File: src/rtl/scoreboard_hazard_ctrl_pkg.sv
// Shared core constants for the decode-stage scoreboard: op classes and default latencies.
package scoreboard_hazard_ctrl_pkg;

  typedef enum logic [1:0] {
    OP_NONE = 2'd0,
    OP_ALU  = 2'd1,
    OP_LOAD = 2'd2,
    OP_LONG = 2'd3
  } op_class_e;

  localparam int unsigned DEF_NREG        = 32;
  localparam int unsigned DEF_ALU_LAT     = 1;
  localparam int unsigned DEF_LOAD_LAT    = 2;
  localparam int unsigned DEF_CNT_W       = 3;
  localparam int unsigned DEF_KILL_CYCLES = 2;

endpackage

File: src/rtl/scoreboard_hazard_ctrl_kill_seq.sv
// Kill sequencer: stretches a redirect into a KILL_CYCLES-long squash pulse, frozen while hold.
module kill_seq
  import scoreboard_hazard_ctrl_pkg::*;
#(
  parameter int unsigned KILL_CYCLES = DEF_KILL_CYCLES
) (
  input  logic clk,
  input  logic rst,
  input  logic redirect,
  input  logic hold,
  output logic kill
);

  localparam int unsigned KC_W = (KILL_CYCLES > 1) ? $clog2(KILL_CYCLES) : 1;

  logic [KC_W-1:0] kill_cnt;

  // Remaining kill cycles after the current one; a new redirect restarts the count.
  always_ff @(posedge clk) begin
    if (rst) begin
      kill_cnt <= '0;
    end else if (redirect && !hold) begin
      kill_cnt <= KC_W'(KILL_CYCLES - 1);
    end else if ((kill_cnt != '0) && !hold) begin
      kill_cnt <= kill_cnt - KC_W'(1);
    end
  end

  assign kill = !rst && !hold && (redirect || (kill_cnt != '0));

endmodule

File: src/rtl/scoreboard_hazard_ctrl.sv
// Decode-stage register scoreboard: per-register readiness counters, a single long-latency
// unit tracker, and issue/stall/kill generation.
module scoreboard_hazard_ctrl
  import scoreboard_hazard_ctrl_pkg::*;
#(
  parameter int unsigned NREG        = DEF_NREG,
  parameter int unsigned ALU_LAT     = DEF_ALU_LAT,
  parameter int unsigned LOAD_LAT    = DEF_LOAD_LAT,
  parameter int unsigned CNT_W       = DEF_CNT_W,
  parameter int unsigned KILL_CYCLES = DEF_KILL_CYCLES,
  parameter int unsigned REG_W       = $clog2(NREG)
) (
  input  logic             clk,
  input  logic             rst,
  input  logic             issue_valid,
  input  logic [1:0]       op_class,
  input  logic [REG_W-1:0] rs1,
  input  logic [REG_W-1:0] rs2,
  input  logic             rs1_used,
  input  logic             rs2_used,
  input  logic [REG_W-1:0] rd,
  input  logic             rd_we,
  input  logic             long_done,
  input  logic             redirect,
  input  logic             hold,
  output logic             issue_fire,
  output logic             stall,
  output logic             kill,
  output logic             long_busy,
  output logic [NREG-1:0]  pending_mask
);

  op_class_e        op;
  logic [CNT_W-1:0] cnt [NREG];
  logic             long_busy_q;
  logic [REG_W-1:0] long_rd;
  logic [NREG-1:0]  pend;
  logic             hazard;
  logic             rd_wr;
  logic             cnt_load;
  logic [CNT_W-1:0] cnt_load_val;
  logic             long_fire;

  assign op = op_class_e'(op_class);

  kill_seq #(
    .KILL_CYCLES(KILL_CYCLES)
  ) u_kill_seq (
    .clk     (clk),
    .rst     (rst),
    .redirect(redirect),
    .hold    (hold),
    .kill    (kill)
  );

  // Pending view of the pre-edge state; x0 is hardwired never-pending.
  always_comb begin
    pend = '0;
    for (int r = 1; r < int'(NREG); r++) begin
      pend[r] = (cnt[r] != '0) || (long_busy_q && (long_rd == REG_W'(r)));
    end
  end

  always_comb begin
    rd_wr  = rd_we && (rd != '0);
    hazard = (rs1_used && pend[rs1])
          || (rs2_used && pend[rs2])
          || (rd_wr && pend[rd])
          || ((op == OP_LONG) && long_busy_q);
    issue_fire = issue_valid && !hazard && !kill && !rst;
    stall      = issue_valid &&  hazard && !kill && !rst;
  end

  always_comb begin
    cnt_load     = issue_fire && rd_wr && ((op == OP_ALU) || (op == OP_LOAD));
    cnt_load_val = (op == OP_LOAD) ? CNT_W'(LOAD_LAT) : CNT_W'(ALU_LAT);
    long_fire    = issue_fire && (op == OP_LONG);
  end

  // Readiness counters: load on issue, otherwise count down to zero.
  always_ff @(posedge clk) begin
    if (rst) begin
      for (int r = 0; r < int'(NREG); r++) begin
        cnt[r] <= '0;
      end
    end else begin
      for (int r = 0; r < int'(NREG); r++) begin
        if (cnt_load && (rd == REG_W'(r))) begin
          cnt[r] <= cnt_load_val;
        end else if (cnt[r] != '0) begin
          cnt[r] <= cnt[r] - CNT_W'(1);
        end
      end
    end
  end

  // Long unit: a LONG without a real destination still occupies the unit but targets x0.
  always_ff @(posedge clk) begin
    if (rst) begin
      long_busy_q <= 1'b0;
      long_rd     <= '0;
    end else if (long_fire) begin
      long_busy_q <= 1'b1;
      long_rd     <= rd_wr ? rd : '0;
    end else if (long_done && long_busy_q) begin
      long_busy_q <= 1'b0;
      long_rd     <= '0;
    end
  end

  assign long_busy    = long_busy_q && !rst;
  assign pending_mask = rst ? '0 : pend;

endmodule

File: config.mk
export PLATFORM = sky130hd
export DESIGN_NAME = scoreboard_hazard_ctrl
export DESIGN_NICKNAME = d
export VERILOG_FILES = /design/src/rtl/scoreboard_hazard_ctrl_pkg.sv /design/src/rtl/scoreboard_hazard_ctrl_kill_seq.sv /design/src/rtl/scoreboard_hazard_ctrl.sv
export SDC_FILE = /design/constraint.sdc
export NUM_CORES = 1
export LEC_CHECK = 0
export CAP_MARGIN = 20
export CORE_AREA = 8 8 140 142
export CTS_CLUSTER_SIZE = 24
export DETAILED_ROUTE_END_ITERATION = 8
export DIE_AREA = 0 0 148 150
export GPL_TIMING_DRIVEN = 1
export SYNTH_ARGS = -nofsm -noshare
export SYNTH_HDL_FRONTEND = slang
export SYNTH_HIERARCHICAL = 1
export SYNTH_SLANG_ARGS = --single-unit
File: constraint.sdc
create_clock -name clk -period 3.5 [get_ports clk]
set_clock_uncertainty 0.1 [all_clocks]
set_input_delay 0.525 -clock clk [delete_from_list [all_inputs] [get_ports clk]]
set_output_delay 0.525 -clock clk [all_outputs]
set_load 0.05 [all_outputs]
* Word level (Yosys, flattened, before mapping)
Memories as Yosys holds them, arrays and structs flattened. Index checks and enable logic that the tools add are counted.
Cells by class: $add $sub $neg 33, magnitude comparators 3, eq/ne operators 65, muxes and demuxes 305, bitwise operators 64, reduce and logical (&&, ||, !) cells 159
Operators by type and width (count):
- $mux W1 | 233
- $mux W3 | 64
- $eq A5 B5 Y1 const B | 32
- $reduce_bool A3 Y1 | 32
- $sub A3 B1 Y3 const B | 32
- $logic_and A1 B1 Y1 | 83
- $eq A5 B4 Y1 const B | 16
- $or A1 B1 Y1 | 64
- $eq A5 B3 Y1 const B | 8
- $logic_or A1 B1 Y1 | 36
- $mux W32 | 1
- $eq A5 B2 Y1 const B | 4
- $lt A5 B6 Y1 const B | 3
- $bmux W1 S5 | 3
- $mux W5 | 3
- $eq A5 B1 Y1 const B | 2
- $logic_not A5 Y1 | 1
- $reduce_bool A5 Y1 | 1
- $eq A2 B2 Y1 const B | 2
- $logic_not A1 Y1 | 4
- $reduce_bool A2 Y1 | 2
- $eq A2 B1 Y1 const B | 1
- $mux W2 | 1
- $sub A1 B1 Y1 const B | 1
Storage, ports and cells: flip-flop bits (word level) 7, RAM bits 96, output and inout bits 36, word-level logic and storage cells 633, memories 1
Memory list:
- cnt | depth 32, width 3, read ports 32, clocked after memory_dff 0, wr ports 32, line scoreboard_hazard_ctrl.sv:34 | logic [CNT_W-1:0] cnt [NREG];

* Depth between registers and ports, before layout
Gate-level depths: netlist of run 1.
depth after elaboration 21, mapped depth 14, gate-level depth less buffers 11

* Cells and area by module
Netlist of run 1, hierarchy kept.
By module, submodules not included:
- scoreboard_hazard_ctrl | times used 1, cells each 818, area each 7641.1 µm²
- kill_seq | times used 1, cells each 5, area each 42.5 µm²

* Worst setup path before layout of run 1
OpenSTA, ideal clock, no wires.
path type reg2out, from register long_rd[3], to output stall, data arrival time 2.606 ns, path slack 0.269 ns, stages on the path, launching flop included 11, buffers on the path 2, path through dfxtp_1 -> buf_4 -> or4b_1 -> o21ai_1 -> mux4_2 -> nor3_2 -> nor4b_2 -> a31oi_2 -> buf_6 -> nand2_1 -> and2_1
On the way: word-level cells in the longest chain between the ends 12, elaborated cells between the ends (all ways) 108, classes of those cells eq/ne: 31; mux: 6; reduce/logical: 71
Ends and longest elaborated chain:
- start, declared | line scoreboard_hazard_ctrl.sv:36 | logic [REG_W-1:0] long_rd;
- start signal, assigned | line scoreboard_hazard_ctrl.sv:104 | long_rd <= rd_wr ? rd : '0;
- $eq A5 B1 Y1, or another cell as far along | line scoreboard_hazard_ctrl.sv:60 | pend[r] = (cnt[r] != '0) || (long_busy_q && (long_rd == REG_W'(r)));
- $logic_and A1 B1 Y1 | line scoreboard_hazard_ctrl.sv:60
- $logic_or A1 B1 Y1 | line scoreboard_hazard_ctrl.sv:60
- $bmux W1 S5, on equally long branches | line scoreboard_hazard_ctrl.sv:66, scoreboard_hazard_ctrl.sv:67
- $mux W1, on equally long branches | line scoreboard_hazard_ctrl.sv:66, scoreboard_hazard_ctrl.sv:67
- $logic_and A1 B1 Y1, on equally long branches | line scoreboard_hazard_ctrl.sv:66, scoreboard_hazard_ctrl.sv:67
- $logic_or A1 B1 Y1 | line scoreboard_hazard_ctrl.sv:67 | || (rs2_used && pend[rs2])
- $logic_or A1 B1 Y1 * | line scoreboard_hazard_ctrl.sv:68 | || (rd_wr && pend[rd])
- $logic_or A1 B1 Y1 * | line scoreboard_hazard_ctrl.sv:69 | || ((op == OP_LONG) && long_busy_q);
- $logic_and A1 B1 Y1 * (3 in a row) | line scoreboard_hazard_ctrl.sv:71 | stall = issue_valid && hazard && !kill && !rst;
- end, declared | line scoreboard_hazard_ctrl.sv:27 | output logic stall,
Mark *: on every way between the ends. The rest lies on a longest branch, timed or not. The select of a mux whose other input is x is not followed.

==> results of run 1 <==
==> state kept, by name, summed over array words and instances (netlist names) <==
signal               cells
long_rd                  5
u_kill_seq/kill_cnt      1
cnt                     93
long_busy_q              1
==> cell usage after synthesis, drive strengths merged, types with 7 or more instances <==
cell      n  area share (%)
inv     105             5.1
edfxtp   93              36
ha       64              10
nand2    47             2.3
nor2     45             2.2
nor3     43             2.9
clkbuf   41             2.0
o21ai    32             2.1
a21oi    30             2.0
o211ai   28             2.9
and2     27             2.2
o31ai    27             3.0
buf      22             1.8
or2      21             1.7
or3      17             1.4
nor2b    15             1.2
o32ai    13             1.9
nand3    12            0.91
o41ai    12             1.6
nand2b   11            0.93
nand4    11             1.3
o211a     9             1.2
mux2i     8             1.0
o311ai    8            0.91
dfxtp     7             1.8
nor4      7            0.57
o21a      7            0.68
==> power groups by stage <==
| stage | clock (uW) | combinational, uW | sequential [uW] |
|---|---|---|---|
| after floorplan | 0 | 2780 | 2120 |
| after global routing | 1280 | 5410 | 2200 |
| after global placement | 0 | 4350 | 2140 |
| final | 1210 | 4960 | 2150 |
| after CTS | 1240 | 4700 | 2150 |
| after detailed placement | 0 | 4560 | 2170 |
==> worst paths after layout <==
kind                        from                  end  slack (ns)
max                   cnt[1][18]                stall        0.04
min          u_kill_seq/kill_cnt  u_kill_seq/kill_cnt        0.40
max reg2reg           cnt[1][18]           cnt[0][36]        0.10
min reg2reg  u_kill_seq/kill_cnt  u_kill_seq/kill_cnt        0.40
==> critical path, delay by kind of cell, from the launching register on <==
family / cells / cell delay, ns
simple gates: 4 / 0.68
mux: 1 / 0.44
compound gates: 2 / 0.40
flops: 1 / 0.39
fa+ha+maj: 2 / 0.36
buf+inv: 2 / 0.22
==> what timing repair did <==
item | CTS | global route
pin swaps | 3 | 15
endpoints found under the setup margin | 82 | 101
setup buffers | 5 | 6
hold buffers | 0 | 0
gates resized for setup | 31 | 56
==> routing by layer <==
layer | vias up | wire, microns | global-route usage [%]
met4 | 0 | 740 | 7.85
met1 | 3438 | 10800 | 28.2
li1 | 3347 | - | -
met2 | 206 | 12000 | 38.9
met5 | - | 0 | 0
met3 | 42 | 1230 | 3.87
==> layout make-up <==
cell class,count,area [sq um]
fill,1585,7510
multi-input combinational,554,4340
sequential,100,2950
timing repair buffer,205,1690
inverter,106,400
tap,229,287
clock buffer,9,225
clock inverter,7,138
==> cell families (layout without fill, tap and decap cells) <==
kind of cell,count (synthesis),count (layout)
and+or+nand+nor,273,273
AOI/OAI and AO/OA,199,199
buffers and inverters,169,327
DFF,100,100
adders and majority gates,64,64
muxes,14,14
xor gates and xnor gates,3,3
other,1,1
==> metrics by stage <==
stage	hold WS [ns]	power [uW]	cell area (sq um)	instances
after floorplan	0.364	4900	7680	823
after global routing	0.430	8890	10000	1210
final	0.404	8320	10000	1210
after CTS	0.405	8090	9770	1204
after detailed placement	0.389	6730	9280	1183
after global placement	0.377	6500	9280	1183
==> out/qor.yml, run 1 <==
p_sw_share_pct: 40.9
post-dp-hpwl_microns: 19100
grt_overflow: 0
start_util_pct: 43.8
power_frac_comb_pct: 59.6
synth_nets: 913
end_kind: "output pin"
die_w_microns: 148
ys_warn_count: 6
pwr-share-clk_pct: 14.6
cts.sinks: 100
finalCoreUtilization_pct: 57.2
synth-seq-cells: 100
switching_power_uw: 3400
place.gp.congestion: 0.902
area_growth_pct: 30.5
rsz0062_at_grt: "true"
synth_fa_ha_area_share_pct: 10.4
drt_iter0_markers: 578
finalHoldViolCount: 0
synth_mux_area_share_pct: 2.51
fmax_ghz: 0.289
startpoint_type: "flop"
layout_common_cells: "163 x buf_4, 97 x inv_1, 93 x edfxtp_1"
synth_top_family_by_area: "compound AO/OA/AOI/OAI gates"
routed_wl_microns: 24800
tightest_slew_ns: 0.700
synth-compound-area-share_pct: 19.8
cts.clk_slew.worst_paths_ns: 0.07
grtUsageTotal_pct: 22.6
synth_area_sq_um: 7680
max_slew_margin_pct: 53.0
dp_slack_ns: -0.202
synthCells: 823
syn_avg_cell_area_sq_um: 9.34
criticalPathCategory: "flop to output pin"
root_buffer: "clkbuf_16"
clk_latency_ns: 0.35
critPathArrivalTime_ns: 2.84
die_y_microns: 150
route.detailed.drc: 0
worst_slack_ns: 0.0397
fin_tns_setup_ns: 0
timing_max_transition_violations_final: 0
grt_pass1_wl_microns: 39600
slowest_delay_ns: 0.44
die-area_sq_um: 22200
cts_tree: "yes"
vias_per_cell: 5.81
grt_pass1_vias: 7281
setup_viol: 0
synthXorXnorAreaFrac_pct: 0.342
cellPowerDensity_nw_per_um2: 829
portBuffers: 60
critPathMaxFanout: 5
period_needed_ns: 3.46
cts_buffers: 9
whs_path_depth: 2
status: "completed"
cap_viol_max_count: 0
seq_area_frac_synth_pct: 38.2
synth_ff_type: "edfxtp_1"
cp_cell_sequence: "inv_2, ha_2, ha_4, o21ai_4, mux4_2, or3_1, nand4_1, o2111a_2, nand2_2, and2_4, buf_12"
p_leak_uw: 0.00404
cp_slowest_cell: "mux4_2"
routedWlPerCell_microns: 20.5
yosys.area_share.simple_pct: 19.8
ys_types: 77
ant_nets: 0
crit_required_ns: 2.87
ctsLongestPathBuffers: 2
synth-edff-count: 93
drive_above_1_share_pct: 30.3
reg2reg_depth: 13
min-delay-path-class: "flop to flop"
num_rows: 49
grt_max_degree: 50
antenna_found_initial: 0
layout.nets: 1066
first_pass_iters: 5
io_pins: 62
irDropWorstVdd_uv: 415
seqPwrFrac_pct: 25.8
antenna_cells: 0
h-tree-depth: 3
async_flop_share_pct: 0
min_period_over_period_pct: 98.9
vias: 7033
final_common_cell: "buf_4"
p_int_uw: 4910
coreArea_sq_um: 17500
(Power assumes the default switching activity.)
==> run 2: changes to the inputs <==
--- a/config.mk
+++ b/config.mk
@@ -6,12 +6,12 @@
 export NUM_CORES = 1
 export LEC_CHECK = 0
 export CAP_MARGIN = 20
-export CORE_AREA = 8 8 140 142
+export CORE_AREA = 8 8 139 141
 export CTS_CLUSTER_SIZE = 24
 export DETAILED_ROUTE_END_ITERATION = 8
-export DIE_AREA = 0 0 148 150
-export GPL_TIMING_DRIVEN = 1
+export DIE_AREA = 0 0 147 149
+export GPL_TIMING_DRIVEN = 0
+export PLACE_DENSITY = 0.65
 export SYNTH_ARGS = -nofsm -noshare
 export SYNTH_HDL_FRONTEND = slang
-export SYNTH_HIERARCHICAL = 1
 export SYNTH_SLANG_ARGS = --single-unit
==> out/qor.yml, run 2 <==
die_y_microns: 149  # -0.67%
fin_area_sq_um: 9250  # -7.7%
synth_common_cells: "106 x inv_1, 93 x edfxtp_1, 64 x ha_1, 60 x nor2_1, 56 x nor2b_1"
vias_per_cell: 6.04  # +3.9%
critPathMaxFanout: 8  # +3
clk_latency_ns: 0.36  # about the same
synth_nets: 915  # +0.22%
cts_tree: "yes"
yosys.area.top_type: "edfxtp_1"
p_sw_share_pct: 42.5  # +1.6 points
critical_path.top_delay_family: "simple AND/OR/NAND/NOR gates"
ctsLongestPathBuffers: 2  # unchanged
p_int_uw: 4480  # -8.9%
synth.area.top_cells: "edfxtp_1 37%, ha_1 11%, inv_1 5.3%"
syn_avg_cell_area_sq_um: 9.18  # -1.6%
cellPowerDensity_nw_per_um2: 842  # +1.5%
critPathArrivalTime_ns: 2.91  # +0.07 ns
violations: "negative setup slack"
top_register: "cnt"
seqPwrFrac_pct: 27.6  # +1.8 points
cp_slowest_cell: "or4_4"
cts.sinks: 100  # unchanged
grt_overflow: 0  # unchanged
cp_num_buf_inv: 2  # unchanged
antenna_found_initial: 0  # unchanged
final_common_cell: "inv_1"
dpl_cell_area_sq_um: 8380  # -9.7%
min-delay-path-class: "flop to flop"
drive_above_1_share_pct: 16.6  # -14 points
period_needed_ns: 3.54  # +0.0771 ns
async_flop_share_pct: 0  # unchanged
nFillCells: 1556  # -1.8%
routedWlPerCell_microns: 21.2  # +3.6%
route.detailed.drc: 0  # unchanged
pwr-share-clk_pct: 13.6  # -1.0 points
num_rows: 48  # -2.0%
grt_max_degree: 18  # -64%
place.gp.congestion: 0.979  # +8.5%
cap_viol_max_count: 0  # unchanged
startpoint_type: "flop"
routed_wl_microns: 23900  # -3.4%
vias: 6810  # -3.2%
die_w_microns: 147  # -0.68%
synth-edff-count: 93  # unchanged
hold_ws_ns: 0.408  # +0.00418 ns
max_slew_margin_pct: 52.6  # -0.46 points
slowest_delay_ns: 0.57  # +0.13 ns
min_period_over_period_pct: 101  # +2.2 points
h-tree-depth: 3  # unchanged
seq_area_frac_synth_pct: 38.7  # +0.54 points
synth.most_common_cell: "inv_1"
layout_common_cells: "102 x inv_1, 93 x edfxtp_1, 59 x nor2_1"
criticalPathCategory: "flop to output pin"
cp_cell_sequence: "inv_1, ha_2, ha_4, mux2_2, o311ai_1, a21oi_1, or4_4, a31oi_4, nor3_4, a21boi_2, buf_6"
coreArea_sq_um: 17100  # -2.7%
setup_viol: 2  # +2
status: "finished with violations"
switching_power_uw: 3310  # -2.7%
grt_pass1_wl_microns: 36700  # -7.4%
drt_iter0_markers: 721  # +25%
portBuffers: 52  # -13%
die-area_sq_um: 21900  # -1.3%
power_frac_comb_pct: 58.8  # -0.8 points
synth_area_sq_um: 7580  # -1.4%
largest_register_ff_count: 93  # unchanged
layout.nets: 987  # -7.4%
grt_pass1_vias: 6414  # -12%
io_pins: 62  # unchanged
root_buffer: "clkbuf_16"
tightest_slew_ns: 0.711  # +0.0112 ns
grtUsageTotal_pct: 21.5  # -1.1 points
crit_required_ns: 2.87  # about the same
rsz0062_at_grt: "true"
cts_buffers: 9  # unchanged
synth_top_area_share_pct: 36.9  # +0.52 points
synth_ff_type: "edfxtp_1"
fmax_ghz: 0.283  # -2.2%
hold_buffers: 0  # unchanged
irDropWorstVdd_uv: 469  # +13%
ys_warn_count: 0  # -6
worst_slack_ns: -0.0374  # -0.0771 ns
post-dp-hpwl_microns: 17600  # -7.8%
end_kind: "output pin"
timing_max_transition_violations_final: 0  # unchanged
finalHoldViolCount: 0  # unchanged
p_leak_uw: 0.00342  # -15%
ant_nets: 0  # unchanged
ys_types: 74  # -3.9%
start_util_pct: 44.4  # +0.60 points
cts.clk_slew.worst_paths_ns: 0.08  # about the same
synthCells: 825  # +0.24%
reg_top3: "cnt: 93 flops, long_rd: 5 flops"
first_pass_iters: 6  # +1
area_growth_pct: 22.1
synth-seq-cells: 100  # unchanged
-- run 2: final timing paths --
| path | depth (start not counted) | slack (ns) | to | start |
|---|---|---|---|---|
| worst max register to register | 10 | 0.15 | cnt[1][32] | long_rd[3] |
| worst min-delay path | 2 | 0.41 | u_kill_seq.kill_cnt | u_kill_seq.kill_cnt |
| worst min register to register | 2 | 0.41 | u_kill_seq.kill_cnt | u_kill_seq.kill_cnt |
| worst max-delay path | 11 | -0.04 | stall | cnt[1][18] |
-- run 2: power by group through the flow --
stage | clock network [uW] | registers (uW) | logic, uW
after floorplan | 0 | 2130 | 2770
after global placement | 0 | 2160 | 3830
after detailed placement | 0 | 2170 | 3890
after CTS | 1060 | 2150 | 4280
after global routing | 1110 | 2200 | 4990
final | 1060 | 2150 | 4580
-- run 2: what timing repair did --
| item | 4_1_cts | 5_1_grt |
|---|---|---|
| pin swaps | 5 | 19 |
| setup buffers | 4 | 17 |
| resized for setup | 77 | 72 |
| endpoints found under the setup margin | 122 | 103 |
-- run 2: logic make-up (layout without fill, tap and decap cells) --
group / count (synthesis) / count (layout) / synth area share (%)
AO/OA/AOI/OAI: 203 / 203 / 18.3
XOR/XNOR: 4 / 4 / 0.463
adder cells (fa/ha/maj): 64 / 64 / 10.6
buffers and inverters: 173 / 250 / 9.23
flip-flops: 100 / 100 / 38.7
multiplexers: 27 / 27 / 4.51
other: 1 / 2 / 0.0495
AND/OR/NAND/NOR: 253 / 253 / 18.1
-- run 2: metal layers --
layer	vias to the layer above	track usage [%]	share of wire, %
li1	3151	-	-
met1	3257	28.0	42
met2	334	34.5	46
met3	68	4.40	8.5
met4	0	8.77	3.7
met5	-	0	0
-- run 2: worst min-delay path: stages, from the launching register on --
cell	delay, ns
dfxtp_1	0.34
mux2i_1	0.07
nor2_1	0.07
-- run 2: area by class of cell --
class	count	area, sq um	area share, %
diodes	1	2.50	0.0270
plain buffers	55	304	3.29
clock buffers	9	225	2.43
clock inverters	7	75.1	0.811
inverters	106	398	4.30
multi-input cells	552	4350	47.0
flip-flops and latches	100	2940	31.7
well taps	225	282	3.04
repair buffers	73	683	7.38
-- run 2: per-stage QoR --
stage	util [%]	power [uW]	setup TNS [ns]	cells	setup WS, ns
detailed placement	49.1	6070	-56.31	1102	-0.927
finish	54.2	7790	-0.0500	1128	-0.0374
global route	54.2	8300	-0.249	1127	-0.126
floorplan	-	4900	0	825	0.0432
global placement	49.1	5980	-53.75	1102	-0.923
CTS	52.4	7490	-0.0157	1110	-0.0157
